### src/rtl/hamming_pkg.sv
// Shared definitions for the Hamming(7,4) transmit path.
// Codeword bits are numbered [7:1]. Parity bits sit at positions 1, 2 and 4.
// Data bits map to positions 3, 5, 6 and 7.
// Also provides the encoder function and the transmit FSM state type.
package hamming_pkg;

    localparam int CW_W   = 7;
    localparam int DATA_W = 4;

    // Parity positions
    localparam int P1_POS = 1;
    localparam int P2_POS = 2;
    localparam int P4_POS = 4;

    // Data nibble bit -> codeword position
    localparam int D1_POS = 3;
    localparam int D2_POS = 5;
    localparam int D3_POS = 6;
    localparam int D4_POS = 7;

    typedef enum logic [1:0] {
        IDLE  = 2'd0,
        SHIFT = 2'd1,
        GAP   = 2'd2
    } tx_state_e;

    // Each parity bit covers the positions whose index has that bit set.
    function automatic logic [CW_W:1] encode_7_4(input logic [DATA_W:1] nibble);
        logic [CW_W:1] cw;
        cw         = 7'd0;
        cw[D1_POS] = nibble[1];
        cw[D2_POS] = nibble[2];
        cw[D3_POS] = nibble[3];
        cw[D4_POS] = nibble[4];
        cw[P1_POS] = cw[3] ^ cw[5] ^ cw[7];
        cw[P2_POS] = cw[3] ^ cw[6] ^ cw[7];
        cw[P4_POS] = cw[5] ^ cw[6] ^ cw[7];
        return cw;
    endfunction

endpackage

### src/rtl/hamming_7_4_parity.sv
// Combinational Hamming(7,4) encoder with optional single-bit error injection.
// Ports:
//   nibble  - data [4:1]
//   inj_pos - 0: no error; 1..7: invert that codeword position
//   cw      - resulting codeword [7:1]
module hamming_7_4_parity
    import hamming_pkg::*;
(
    input  logic [DATA_W:1] nibble,
    input  logic [2:0]      inj_pos,
    output logic [CW_W:1]   cw
);

    logic [CW_W:1] mask_s;

    // Build a one-hot inversion mask from inj_pos and apply it to the clean codeword.
    always_comb begin
        mask_s = 7'd0;
        for (int i = 1; i <= CW_W; i++) begin
            if (inj_pos == 3'(i)) begin
                mask_s[i] = 1'b1;
            end else begin
                mask_s[i] = 1'b0;
            end
        end
        cw = encode_7_4(nibble) ^ mask_s;
    end

endmodule

### src/rtl/hamming_7_4_serial_encoder.sv
// Hamming(7,4) serial transmitter.
// Accepts nibbles over a valid/ready handshake into a one-entry holding register.
// Each nibble is encoded, optionally with one bit inverted. The codeword is then
// shifted out on tx_bit, position 1 first, and also presented in parallel on cw.
// Ports:
//   clk, rst_n         - clock and synchronous active-low reset
//   en                 - global enable; gates nibble acceptance and frame starts
//   din, inj_pos       - nibble [4:1] and error-injection position
//   din_valid          - input valid
//   din_ready          - input ready
//   tx_bit             - serial codeword bit; idle level when no frame is active
//   tx_sof             - high during the position-1 bit
//   tx_active          - high during all 7 bit cycles
//   cw                 - transmitted codeword [7:1], held until the next frame
//   cw_valid           - one-cycle pulse coincident with tx_sof
//   frame_cnt          - frames started, wrapping
module hamming_7_4_serial_encoder
    import hamming_pkg::*;
#(
    parameter int   GAP_CYCLES = 0,
    parameter logic IDLE_LEVEL = 1'b0,
    parameter int   CNT_W      = 16
) (
    input  logic              clk,
    input  logic              rst_n,
    input  logic              en,
    input  logic [DATA_W:1]   din,
    input  logic [2:0]        inj_pos,
    input  logic              din_valid,
    output logic              din_ready,
    output logic              tx_bit,
    output logic              tx_sof,
    output logic              tx_active,
    output logic [CW_W:1]     cw,
    output logic              cw_valid,
    output logic [CNT_W-1:0]  frame_cnt
);

    localparam logic       GAP_EN   = (GAP_CYCLES != 0) ? 1'b1 : 1'b0;
    localparam logic [3:0] GAP_LAST = 4'(GAP_CYCLES - 1);

    tx_state_e         state_r;
    logic              hold_full_r;
    logic [DATA_W:1]   hold_din_r;
    logic [2:0]        hold_inj_r;
    logic [5:0]        shift_r;
    logic [2:0]        bit_cnt_r;
    logic [3:0]        gap_cnt_r;
    logic              tx_bit_r;
    logic              tx_sof_r;
    logic              tx_active_r;
    logic [CW_W:1]     cw_r;
    logic              cw_valid_r;
    logic [CNT_W-1:0]  frame_cnt_r;
    logic [CW_W:1]     enc_s;
    logic              din_ready_s;
    logic              load_s;

    hamming_7_4_parity u_parity (
        .nibble  (hold_din_r),
        .inj_pos (hold_inj_r),
        .cw      (enc_s)
    );

    // Ready depends only on registered state and enable.
    // It is forced low while reset is asserted.
    assign din_ready_s = en & ~hold_full_r & rst_n;

    // Decide whether a new frame starts at this edge.
    // A frame can start from IDLE, directly after pos7 when there is no gap,
    // or at the end of the gap.
    always_comb begin
        load_s = 1'b0;
        case (state_r)
            IDLE: begin
                load_s = hold_full_r & en;
            end
            SHIFT: begin
                if ((bit_cnt_r == 3'd6) && !GAP_EN) begin
                    load_s = hold_full_r & en;
                end else begin
                    load_s = 1'b0;
                end
            end
            GAP: begin
                if (gap_cnt_r == GAP_LAST) begin
                    load_s = hold_full_r & en;
                end else begin
                    load_s = 1'b0;
                end
            end
            default: begin
                load_s = 1'b0;
            end
        endcase
    end

    // Holding register, transmit FSM, shifter, counters and registered outputs.
    always_ff @(posedge clk) begin
        if (!rst_n) begin
            state_r     <= IDLE;
            hold_full_r <= 1'b0;
            hold_din_r  <= 4'd0;
            hold_inj_r  <= 3'd0;
            shift_r     <= 6'd0;
            bit_cnt_r   <= 3'd0;
            gap_cnt_r   <= 4'd0;
            tx_bit_r    <= IDLE_LEVEL;
            tx_sof_r    <= 1'b0;
            tx_active_r <= 1'b0;
            cw_r        <= 7'd0;
            cw_valid_r  <= 1'b0;
            frame_cnt_r <= '0;
        end else begin
            tx_sof_r   <= 1'b0;
            cw_valid_r <= 1'b0;
            if (load_s) begin
                // Load requires hold_full_r, and a handshake requires it clear,
                // so the two never happen at the same edge.
                state_r     <= SHIFT;
                hold_full_r <= 1'b0;
                cw_r        <= enc_s;
                tx_bit_r    <= enc_s[1];
                shift_r     <= enc_s[7:2];
                bit_cnt_r   <= 3'd0;
                tx_active_r <= 1'b1;
                tx_sof_r    <= 1'b1;
                cw_valid_r  <= 1'b1;
                frame_cnt_r <= frame_cnt_r + CNT_W'(1);
            end else begin
                if (din_valid && din_ready_s) begin
                    hold_full_r <= 1'b1;
                    hold_din_r  <= din;
                    hold_inj_r  <= inj_pos;
                end else begin
                    hold_full_r <= hold_full_r;
                end
                case (state_r)
                    SHIFT: begin
                        if (bit_cnt_r != 3'd6) begin
                            tx_bit_r  <= shift_r[0];
                            shift_r   <= {1'b0, shift_r[5:1]};
                            bit_cnt_r <= bit_cnt_r + 3'd1;
                        end else if (GAP_EN) begin
                            state_r     <= GAP;
                            gap_cnt_r   <= 4'd0;
                            tx_bit_r    <= IDLE_LEVEL;
                            tx_active_r <= 1'b0;
                        end else begin
                            state_r     <= IDLE;
                            tx_bit_r    <= IDLE_LEVEL;
                            tx_active_r <= 1'b0;
                        end
                    end
                    GAP: begin
                        if (gap_cnt_r == GAP_LAST) begin
                            state_r <= IDLE;
                        end else begin
                            gap_cnt_r <= gap_cnt_r + 4'd1;
                        end
                    end
                    IDLE: begin
                        state_r <= IDLE;
                    end
                    default: begin
                        state_r     <= IDLE;
                        tx_bit_r    <= IDLE_LEVEL;
                        tx_active_r <= 1'b0;
                    end
                endcase
            end
        end
    end

    assign din_ready = din_ready_s;
    assign tx_bit    = tx_bit_r;
    assign tx_sof    = tx_sof_r;
    assign tx_active = tx_active_r;
    assign cw        = cw_r;
    assign cw_valid  = cw_valid_r;
    assign frame_cnt = frame_cnt_r;

endmodule
### config.mk
export PLATFORM = sky130hd
export DESIGN_NAME = hamming_7_4_serial_encoder
export DESIGN_NICKNAME = d
export VERILOG_FILES = /design/src/rtl/hamming_pkg.sv /design/src/rtl/hamming_7_4_parity.sv /design/src/rtl/hamming_7_4_serial_encoder.sv
export SDC_FILE = /design/constraint.sdc
export NUM_CORES = 1
export LEC_CHECK = 0
export CORE_UTILIZATION = 46
export DETAILED_ROUTE_END_ITERATION = 10
export PLACE_DENSITY = 0.8
export SYNTH_ARGS = -nofsm -noshare
export SYNTH_HDL_FRONTEND = slang
export SYNTH_HIERARCHICAL = 1
export SYNTH_SLANG_ARGS = --single-unit
### constraint.sdc
create_clock -name clk -period 1.6 [get_ports clk]
set_input_delay 0.16 -clock clk [delete_from_list [all_inputs] [get_ports clk]]
set_output_delay 0.16 -clock clk [all_outputs]
set_load 0.02 [all_outputs]
==> results of run 1 <==
## per-stage QoR
stage,cells,instance area [um2],hold slack [ns],setup WS (ns),utilization
final,339,2690,0.410,0.0607,0.659
after global routing,339,2690,0.441,-0.00669,0.659
after global placement,328,2530,0.449,-0.0970,0.619
after floorplan,233,1990,0.278,0.00494,-
after detailed placement,328,2530,0.450,-0.0995,0.619
after CTS,336,2640,0.401,0.00996,0.646
## final cells by class
| type | instances | area (um2) | share of cell area |
|---|---|---|---|
| clock buffer | 5 | 68.8 | 0.0256 |
| clock inverter | 3 | 42.5 | 0.0158 |
| inverter | 2 | 7.51 | 0.00279 |
| multi-input combinational | 175 | 1060 | 0.394 |
| sequential | 44 | 888 | 0.330 |
| tap | 50 | 62.6 | 0.0232 |
| timing repair buffer | 60 | 562 | 0.209 |
## worst reg2reg max path: stages (launching register included)
cell,delay [ns]
dfxtp_1,0.43
xnor3_1,0.44
xnor2_1,0.23
nand2_1,0.09
a311oi_1,0.25
## kinds of logic (layout without fill, tap and decap cells)
logic type      count (synthesis)  in the layout  synth area share
fa+ha+maj                       3              3            0.0189
mux                             1              1           0.00503
buf+inv                        14             70            0.0346
flops                          44             44             0.443
simple gates                  108            108             0.264
xor+xnor                       18             18             0.100
compound gates                 45             45             0.135
## state kept, by name (all words and copies together), names as in the netlist
name / count
hold_inj_r: 3
cw_valid: 1
frame_cnt: 16
hold_full_r: 1
bit_cnt_r: 3
hold_din_r: 4
cw: 7
tx_bit: 1
shift_r: 6
state_r: 1
tx_active: 1
## worst max path at each step
stage | startpoint | end | slack, ns
floorplan | frame_cnt[8] | frame_cnt[14] | 0.005
global placement | en | din_ready | -0.1
detailed placement | en | din_ready | -0.1
CTS | bit_cnt_r[0] | frame_cnt[7] | 0.01
global route | bit_cnt_r[0] | frame_cnt[7] | -0.007
finish | frame_cnt[3] | frame_cnt[3] | 0.06
## metal layers
metal  track usage  vias up  share of wire
li1              -      915              -
met1         0.305      828           0.48
met2         0.324       53           0.46
met3        0.0389        4          0.054
met4        0.0718        0         0.0086
met5             0        -              0
## placed cells by master (no fill, tap or decap), types with 2 or more instances in the layout
master,count
o31ai_1,3
clkbuf_8,5
and2_2,2
xor2_1,7
a311oi_1,5
ha_1,2
or4_1,2
nor3b_1,3
and3_2,2
nor2_1,19
o21ai_0,5
xnor2_1,8
a21oi_1,27
clkdlybuf4s50_1,35
nand3b_1,3
or3_1,4
buf_4,21
nand4_1,4
dfxtp_1,38
dfxtp_2,6
nand3_1,8
xnor3_1,3
nand2_1,53
dlymetal6s2s_1,2
## report_power, final
part,internal (uW),total [uW],leakage (uW),switching (uW)
Combinational,98.5,190,0.000599,92.0
Sequential,1120,1140,0.000359,21.9
Clock,462,850,0.0000541,388
Total,1680,2180,0.00101,502
## repair_timing
item,in CTS,in global routing
hold buffers,0,0
setup endpoints to repair,1,23
setup buffers,0,3
resized for setup,1,9
gates cloned,0,0
pin swaps,0,5
endpoints found under the hold margin,0,0
==> results.md, run 1 <==
- Post-synth top cells: nand2_1 (53), dfxtp_1 (44), a21oi_1 (27)
- WP data required: 1.44 ns
- Ys async rst share: 0
- Syn_nets: 247
- Final setup viols: 0
- Syn Area/Cell: 8.54 um2
- Critical path endpoint category: output port
- Clk Latency, worst-skew pair: 0.29 ns
- Total track usage: 0.215
- Critical Path Start Type: register
- Core Area: 4090 um2
- Hpwl dp: 3.09 mm
- GRT overflow: 0
- Effective utilization at floorplan: 0.487
- Initial DRC Count: 95
- Layout cells sized above 1: 0.163
- Final TNS setup: 0 ns
- Nets: 302
- ANT nets after route: 0
- Die H: 67.8 um
- F_max: 650 MHz
- Pre-antenna DRT Iters: 4
- Root buffer cell: clkbuf_8
- VDD IR max: 0.598 mV
- Worst path slowest cell: clkdlybuf4s50_1
- Final GP Congestion: 0.782
- RR Startpoint: hold_din_r[3]
- Clock buffer depth: 2
- LEAKAGE: 0.00101 uW
- Core Rows: 23
- Pin count of the biggest net entering global routing: 39
- Final Hold Vio Count: 0
- Syn-to-layout area delta: 35.3%
- Cell with the most instances after synthesis: nand2_1
- Reg-to-reg endpoint: shift_r[2]
- Top cell type's share of synthesized area: 0.443
- Die width: 67.8 um
- N_diodes: 0
- Routed via count: 1,800
- Critical Path Stages: 2
- Post-synthesis cell count: 233
- R2R Setup Slk: 0.08 ns
- PnR Total Power: 2180 uW
- H-tree depth: 2
- CP Max Fanout: 3
- Synth Warn #: 6
- Hold Path Depth: 3
- Crit path DAT: 1.38 ns
- Worst Hold Class: in -> reg
- CTS sink count: 44
- CTS tree: done
- Post-DR vias/cell: 5.31
- Layout Skew: 0.00479 ns
- Register bit total from synthesis: 44
- Fillers: 356
- Hold path endpoint: hold_din_r[1]
- Post-Route WL: 4.44 mm
- Yosys top cell by area: dfxtp_1
- Distinct cells, synth: 39
- Slew Viols, Final: 0
- Io pins: 39
- Input/output buffers: 38
- Post-Syn Area: 1990 um2
- Synth area leaders: dfxtp_1 (44%), nand2_1 (10%), a21oi_1 (6.8%), nor2_1 (3.6%), xnor2_1 (3.5%)
- Unrepaired setup endpoints after global routing: true
- Cells along the critical path: buf_4, clkdlybuf4s50_1
- Rel. slew slack: 0.813
- DRC: 0
- First-pass GRT wire length: 7.33 mm
- Post-synthesis sequential area ratio: 0.443
- FF-to-FF path depth: 4
- Avg WL per Cell: 13.1 um
- Initial antenna violation count: 0
- Max cap viols: 0
- Top cell family by delay on the critical path: buffers and inverters
- WP buf/inv: 2
- Fin crit share: 0.962
- Max incr delay on CP: 0.60 ns
- Class of the most critical setup path: reg -> out
- Prevailing post-synth register cell: dfxtp_1
- PwrDens: 810 nW/um2
- CTS clk-pin slew, worst paths: 0.09 ns
- Die ar.: 4590 um2
- Post-synth EDFFs: 0
- Status: finished clean
- Num CTS Buffers: 5
- Worst hold start: din[1]
- Tmin final: 1.54 ns
- Slew @ Worst Pin: 0.278 ns
- Vias in the first global route: 1,572
Note: power is estimated with default switching activity, not from simulation.
==> run 2, diff against run 1 <==
--- a/config.mk
+++ b/config.mk
@@ -5,9 +5,11 @@
 export SDC_FILE = /design/constraint.sdc
 export NUM_CORES = 1
 export LEC_CHECK = 0
+export CAP_MARGIN = 30
 export CORE_UTILIZATION = 46
 export DETAILED_ROUTE_END_ITERATION = 10
 export PLACE_DENSITY = 0.8
+export SETUP_SLACK_MARGIN = 0.4
 export SYNTH_ARGS = -nofsm -noshare
 export SYNTH_HDL_FRONTEND = slang
 export SYNTH_HIERARCHICAL = 1
==> results.md, run 2 (same netlist as run 1, synthesis figures left out) <==
- VDD IR max: 0.475 mV
- Hold Slack: 0.393 ns
- Routing usage on met3: 0.0389
- Tmin final: 1.64 ns
- Rel. slew slack: 0.784
- GRT met2 Usage: 0.413
- Input/output buffers: 38
- Avg WL per Cell: 17.7 um
- Pin count of the biggest net entering global routing: 30
- Violated checks: negative setup slack
- PnR worst setup slack: -0.0377 ns
- Finished Layout Cells: 360
- Vias in the first global route: 1,856
- Total track usage: 0.257
- Pre-CTS WS: -0.117 ns
- Most Crowded Layer GR: met2
- CTS tree: done
- CTS sink count: 44
- Post-DR vias/cell: 5.73
- Io pins: 39
- Commonest cells after routing, fill and taps aside: nand2_1 (40), buf_4 (32), dfxtp_1 (26)
- Critical path startpoint: bit_cnt_r[0]
- Die ar.: 4590 um2
- Clock buffer depth: 2
- Layout cells sized above 1: 0.452
- Hpwl dp: 3.30 mm
- Post-Route WL: 6.38 mm
- Die H: 67.8 um
- Worst hold start: inj_pos[0]
- Met1 Use GR: 0.343
- Final Hold Vio Count: 0
- Initial antenna violation count: 0
- Fin crit share: 1.02
- Syn-to-layout area delta: 58.9%
- Commonest non-fill, non-tap cell in the layout: nand2_1
- Hold-fix buffers at CTS: 0
- PwrDens: 661 nW/um2
- Slew Viols, Final: 0
- Class of the most critical setup path: reg -> reg
- Status: finished with violations
- H-tree depth: 2
- RR Startpoint: bit_cnt_r[0]
- Final setup viols: 3
- Reg area: 928 um2
- Clk Latency, worst-skew pair: 0.31 ns
- Nets: 323
- Routed via count: 2,062
- Placed insts: 325
- DRC: 0
- Multi-input logic area: 1340 um2
- First-pass GRT wire length: 8.72 mm
- Pre-antenna DRT Iters: 4
- ANT nets after route: 0
- Fillers: 239
- Core Area: 4090 um2
- WP data required: 1.83 ns
- F_max: 611 MHz
- Effective utilization at floorplan: 0.487
- Core Rows: 23
- Max reg flops: 16
- Layout Skew: 0.0107 ns
- Unrepaired setup endpoints after global routing: true
- Num CTS Buffers: 5
- Die width: 67.8 um
- CTS clk-pin slew, worst paths: 0.08 ns
- Slew @ Worst Pin: 0.322 ns
- Max cap viols: 0
- Crit path DAT: 1.87 ns
- Initial DRC Count: 187
- Root buffer cell: clkbuf_8
- N_diodes: 0
- LEAKAGE: 0.00124 uW
- Critical Path Start Type: register
- Final GP Congestion: 0.758
- GRT overflow: 0
- Worst Hold Class: in -> reg
- Critical path endpoint category: register
- CP Max Fanout: 6
run 2: final timing paths:
check                                endpoint  slack [ns]  depth (start not counted)
worst max register to register   frame_cnt[7]       -0.04                          6
worst max-delay path             frame_cnt[7]       -0.04                          6
worst min-delay path            hold_inj_r[0]        0.39                          3
worst min register to register          cw[3]        0.47                          2
run 2: cell type report:
class	instances	area share
Clock buffer	7	0.0241
Clock inverter	1	0.00158
Inverter	2	0.00238
Multi-Input combinational cell	175	0.425
Sequential cell	44	0.294
Tap cell	50	0.0198
Timing Repair Buffer	81	0.234
run 2: repair_timing:
item,in CTS,in global routing
pin swaps,43,21
buffers inserted,21,6
setup endpoints to repair,63,54
resized for setup,84,53
run 2: layer usage:
| metal | share of wire | wire length [um] |
|---|---|---|
| met2 | 0.48 | 3060 |
| met3 | 0.062 | 395 |
| met4 | 0.042 | 271 |
| met5 | 0 | 0 |
| met1 | 0.42 | 2650 |
run 2: critical path, stage by stage, from the launching register on:
cell and delay (ns):
dfxtp_2 0.33, inv_2 0.08, ha_4 0.14, a21bo_4 0.15, nand4_1 0.25, or3_4 0.47
a21oi_2 0.15
run 2: per-stage QoR:
stage          utilization  cell area, um2  TNS (ns)  total power, uW
2_1_floorplan            -            2090         0             1260
5_1_grt              0.773            3160    -0.287             2150
4_1_cts              0.733            2990         0             2050
3_5_place_dp         0.632            2580    -0.757             1340
3_3_place_gp         0.632            2580    -0.195             1340
6_report             0.773            3160   -0.0704             2090
run 2: power by group:
| part | switching (uW) | internal, uW | total, uW |
|---|---|---|---|
| combinational | 133 | 142 | 276 |
| sequential | 26.5 | 1100 | 1130 |
| clock | 378 | 307 | 685 |
==> run 3, diff against run 2 <==
--- a/config.mk
+++ b/config.mk
@@ -6,9 +6,10 @@
 export NUM_CORES = 1
 export LEC_CHECK = 0
 export CAP_MARGIN = 30
-export CORE_UTILIZATION = 46
+export CORE_ASPECT_RATIO = 1.1
+export CORE_UTILIZATION = 50
 export DETAILED_ROUTE_END_ITERATION = 10
-export PLACE_DENSITY = 0.8
+export PLACE_DENSITY = 0.83
 export SETUP_SLACK_MARGIN = 0.4
 export SYNTH_ARGS = -nofsm -noshare
 export SYNTH_HDL_FRONTEND = slang
==> constraint.sdc (replaced) <==
create_clock -name clk -period 2 [get_ports clk]
set_input_delay 0.2 -clock clk [delete_from_list [all_inputs] [get_ports clk]]
set_output_delay 0.2 -clock clk [all_outputs]
set_load 0.02 [all_outputs]
==> results.md, run 3 (same netlist as run 1, synthesis figures left out) <==
- Status: finished clean
- Cells along the critical path: and2_1, nand4_1, or3_4, a21oi_1
- Layout Skew: 0.00619 ns
- Root buffer cell: clkbuf_8
- Final setup viols: 0
- Combinational share of power: 0.085
- Avg WL per Cell: 14.4 um
- Layout cells sized above 1: 0.158
- Hpwl dp: 3.15 mm
- Syn-to-layout area delta: 34.3%
- CTS sink count: 44
- Unrepaired setup endpoints after global routing: true
- F_max: 641 MHz
- Rel. slew slack: 0.758
- Commonest cells after routing, fill and taps aside: nand2_1 (53), dfxtp_1 (37), clkdlybuf4s50_1 (33)
- Final GP Congestion: 0.825
- Final TNS setup: 0 ns
- VDD IR max: 0.558 mV
- N_diodes: 0
- Class of the most critical setup path: reg -> reg
- Die ar.: 4240 um2
- Most Crowded Layer GR: met2
- Post-DR vias/cell: 5.53
- Max incr delay on CP: 0.42 ns
- Nets: 292
- Initial antenna violation count: 0
- Max reg flops: 16
- LEAKAGE: 0.000989 uW
- CTS tree: done
- Sequential Power Share: 0.509
- Crit path DAT: 1.80 ns
- Hold Path Depth: 3
- Switching pwr: 412 uW
- Internal power: 1380 uW
- CTS clk-pin slew, worst paths: 0.09 ns
- Num CTS Buffers: 5
- Total track usage: 0.242
- DRC: 0
- FF-to-FF path depth: 4
- ANT nets after route: 0
- Critical Path Start Type: register
- Vias in the first global route: 1,683
- Max cap viols: 0
- Io pins: 39
- GRT met2 Usage: 0.419
- Effective utilization at floorplan: 0.536
- Die H: 68.2 um
- First-pass GRT wire length: 7.78 mm
- WP data required: 2.24 ns
- Clk Latency, worst-skew pair: 0.30 ns
- Pre-antenna DRT Iters: 5
- Input/output buffers: 38
- Core Rows: 23
- Routed via count: 1,818
- Tmin final: 1.56 ns
- H-tree depth: 2
- Routing usage on met3: 0.0617
- Sw frac: 0.230
- GRT overflow: 0
- Fin crit share: 0.780
- Commonest non-fill, non-tap cell in the layout: nand2_1
- CP Max Fanout: 6
- Hold-fix buffers at CTS: 0
- Slew Viols, Final: 0
- Hold Slack: 0.442 ns
- Worst path slowest cell: or3_4
- Slew @ Worst Pin: 0.363 ns
- Worst Hold Class: in -> reg
- Clock buffer depth: 2
- Critical path endpoint category: register
- Clock share of power: 0.406
- Final Hold Vio Count: 0
- Pin count of the biggest net entering global routing: 32
- PwrDens: 671 nW/um2
- Met1 Use GR: 0.285
- Die width: 62.1 um
- Post-Route WL: 4.73 mm
- Initial DRC Count: 95
- Core Area: 3710 um2
[run 3: repair_timing]
action | CTS | global route
hold endpoints to repair | 0 | 0
gates resized for setup | 9 | 15
buffers inserted | 3 | 2
endpoints found under the setup margin | 14 | 9
cloned | 1 | 0
pin swaps | 2 | 2
[run 3: worst paths after layout]
check                                endpoint          from  slack, ns
worst max-delay path             frame_cnt[9]  frame_cnt[3]       0.44
worst max register to register   frame_cnt[9]  frame_cnt[3]       0.44
worst min register to register          cw[6]         cw[6]       0.47
worst min-delay path            hold_inj_r[2]    inj_pos[2]       0.44
[run 3: layer usage]
layer,routed length (um),share of wire
met5,0,0
met3,207,0.044
met1,2130,0.45
met2,2290,0.48
met4,95,0.020
[run 3: power by group through the flow]
| stage | clock network (uW) | logic [uW] | registers, uW |
|---|---|---|---|
| CTS | 734 | 146 | 910 |
| floorplan | 0 | 81.4 | 932 |
| global placement | 0 | 140 | 930 |
| detailed placement | 0 | 141 | 931 |
| global route | 780 | 166 | 915 |
| finish | 728 | 152 | 911 |
[run 3: layout make-up]
type                    count  area, um2
clock buffers               6       82.6
clock inverters             2       38.8
fillers                   281       1040
inverters                   2       7.51
multi-input cells         176       1110
flip-flops and latches     44        892
well taps                  50       62.6
repair buffers             49        477
[run 3: worst max-delay path: cells and delay by family, from the launching register on]
kind	cells	cell delay (ns)
compound gates	1	0.16
flops	1	0.39
simple gates	3	0.95
[run 3: metrics by stage]
step	instance area (um2)	total power, uW	setup WS [ns]	util	cells
floorplan	1990	1010	0.405	-	233
global placement	2430	1070	0.173	0.656	315
detailed placement	2430	1070	0.0774	0.656	315
CTS	2600	1790	0.405	0.700	327
global route	2670	1860	0.339	0.720	329
finish	2670	1790	0.440	0.720	329
==> edit: new RTL, settings of run 1 <==
Set the package constant `DATA_W` to 6 (it was 4).
--- a/src/rtl/hamming_pkg.sv
+++ b/src/rtl/hamming_pkg.sv
@@ -7,3 +7,3 @@
     localparam int CW_W   = 7;
-    localparam int DATA_W = 4;
+    localparam int DATA_W = 6;
 
Interface: changed (resized din); port bits go from 39 to 41. No check against the original RTL was run, so the function may have changed too.
==> edit against run 1 <==
Design area grew 3.3%. Largest cell class unchanged. Total power shrank 5.3%. Sequential cell count is the same. Area after synthesis shrank 0.82%. Critical path depth grew 4. Routed wire length grew 9.4%. Setup slack lost 50 ps. Die area shrank 0.80%.
==> edit: results (changes against run 1) <==
| Metric | Value |
|---|---|
| Worst hold endpoint | `hold_din_r[4]` |
| Vias in the first global route | `1654 (+5.2%)` |
| Worst hold slack | `407.5 ps (-2.644 ps)` |
| DRT Pass-1 Iters | `4 (unchanged)` |
| GRT met2 Usage | `0.3502 (+0.02599)` |
| Lkg Pwr | `1.053 nW (+4.1%)` |
| Met1 global-route usage | `0.3004 (-0.004880)` |
| Worst Skew | `2.996 ps (-1.792 ps)` |
| Slew margin rel. | `0.7385 (-0.07479)` |
| Largest net degree at the start of global routing | `39 (unchanged)` |
| Max FO, Critical Path | `6 (+3)` |
| Psw | `0.4851 mW (-3.4%)` |
| R2R Setup Slk | `10 ps (-70 ps)` |
| Syn Nets | `249 (+0.81%)` |
| Clock buffer count from CTS | `5 (unchanged)` |
| ANT nets after route | `0 (unchanged)` |
| Reg2reg end | `frame_cnt[15]` |
| Worst setup path startpoint | `bit_cnt_r[0]` |
| DRT iter0 DRCs | `134 (+41%)` |
| Reg2reg path depth | `6 (+2)` |
| H-tree levels | `2 (unchanged)` |
| Hold WC Path Type | `in -> reg` |
| WL final | `4852 um (+9.4%)` |
| Max FFs per register | `16 (unchanged)` |
| Start point of the worst hold path | `din[4]` |
| CTS root buffer | `clkbuf_8` |
| Global-route wire length before repair | `7686 um (+4.9%)` |
| Crit-path leading delay family | `simple AND/OR/NAND/NOR gates` |
| Wire length on met2 | `2353 um (+15%)` |
| ANT cells | `0 (unchanged)` |
| Worst EP arrival | `1820 ps (+440 ps)` |
| Met1 wire length | `2221 um (+4.9%)` |
| Global router's overall resource usage | `0.2285 (+0.01356)` |
| Clk Latency, worst-skew pair | `290 ps (about the same)` |
| Slowest cell on crit path | `or3_4` |
| Final hold viol count | `0 (unchanged)` |
| Hpwl dp | `3312 um (+7.2%)` |
| Placed inst area | `2623 um^2 (+3.6%)` |
| Top Metal Used | `met4` |
| Bufs on Longest Clock Path | `2 (unchanged)` |
| Initial antenna violation count | `0 (unchanged)` |
| Min-Delay Path Depth | `3 (unchanged)` |
| Worst path max stage delay | `410 ps (-190 ps)` |
| NumNets Final | `316 (+4.6%)` |
| Peak supply drop | `0.4393 mV (-27%)` |
| Met3 usage | `0.05743 (+0.01858)` |
| CTS clk-pin slew, worst paths | `80 ps` |
| Wire length on met3 | `188 um (-22%)` |
| Layout cells sized above 1 | `0.1894 (+0.02674)` |
| Ys Warns | `6 (unchanged)` |
| Buffers on Ports | `38 (unchanged)` |
| GP Congestion | `0.7863 (+0.54%)` |
| Vias/cell | `5.348 (+0.71%)` |
| Outcome | `complete, no violations` |
-- edit: through the flow --
step | utilization | setup WS [ps] | instances
floorplan | - | 7.877 | 233
global placement | 0.6463 | -175.9 | 341
detailed placement | 0.6463 | -186.6 | 341
CTS | 0.6765 | 1.083 | 350
global route | 0.6849 | -37.48 | 351
finish | 0.6849 | 11.14 | 351
-- edit: what timing repair did --
action                     CTS  global route
pin swaps                    3             5
setup endpoints to repair   18            11
setup buffers                1             1
gates resized for setup      7             9
-- edit: worst max path at each step --
| stage | cells after the start | end |
|---|---|---|
| final | 6 | frame_cnt[15] |
| after global routing | 6 | frame_cnt[12] |
| after global placement | 5 | frame_cnt[15] |
| after CTS | 2 | frame_cnt[6] |
| after floorplan | 6 | frame_cnt[15] |
| after detailed placement | 5 | frame_cnt[15] |
-- edit: cell type report --
| type | count | area, um^2 |
|---|---|---|
| fillers | 314 | 1279 |
| repair buffers | 71 | 646.9 |
| well taps | 50 | 62.56 |
| flip-flops and latches | 44 | 890.9 |
| inverters | 2 | 7.507 |
| multi-input cells | 176 | 1081 |
| clock buffers | 8 | 90.09 |
-- edit: worst min-delay path: cells and delay by family --
kind	cells	cell delay [ps]
AO/OA/AOI/OAI	1	50
AND/OR/NAND/NOR	1	60
buffers and inverters	1	390
-- edit: power groups by stage --
stage | registers (mW) | logic [mW] | clock network [mW]
floorplan | 1.16 | 0.102 | 0
global placement | 1.16 | 0.199 | 0
detailed placement | 1.16 | 0.202 | 0
CTS | 1.14 | 0.208 | 0.730
global route | 1.14 | 0.229 | 0.786
finish | 1.14 | 0.213 | 0.714
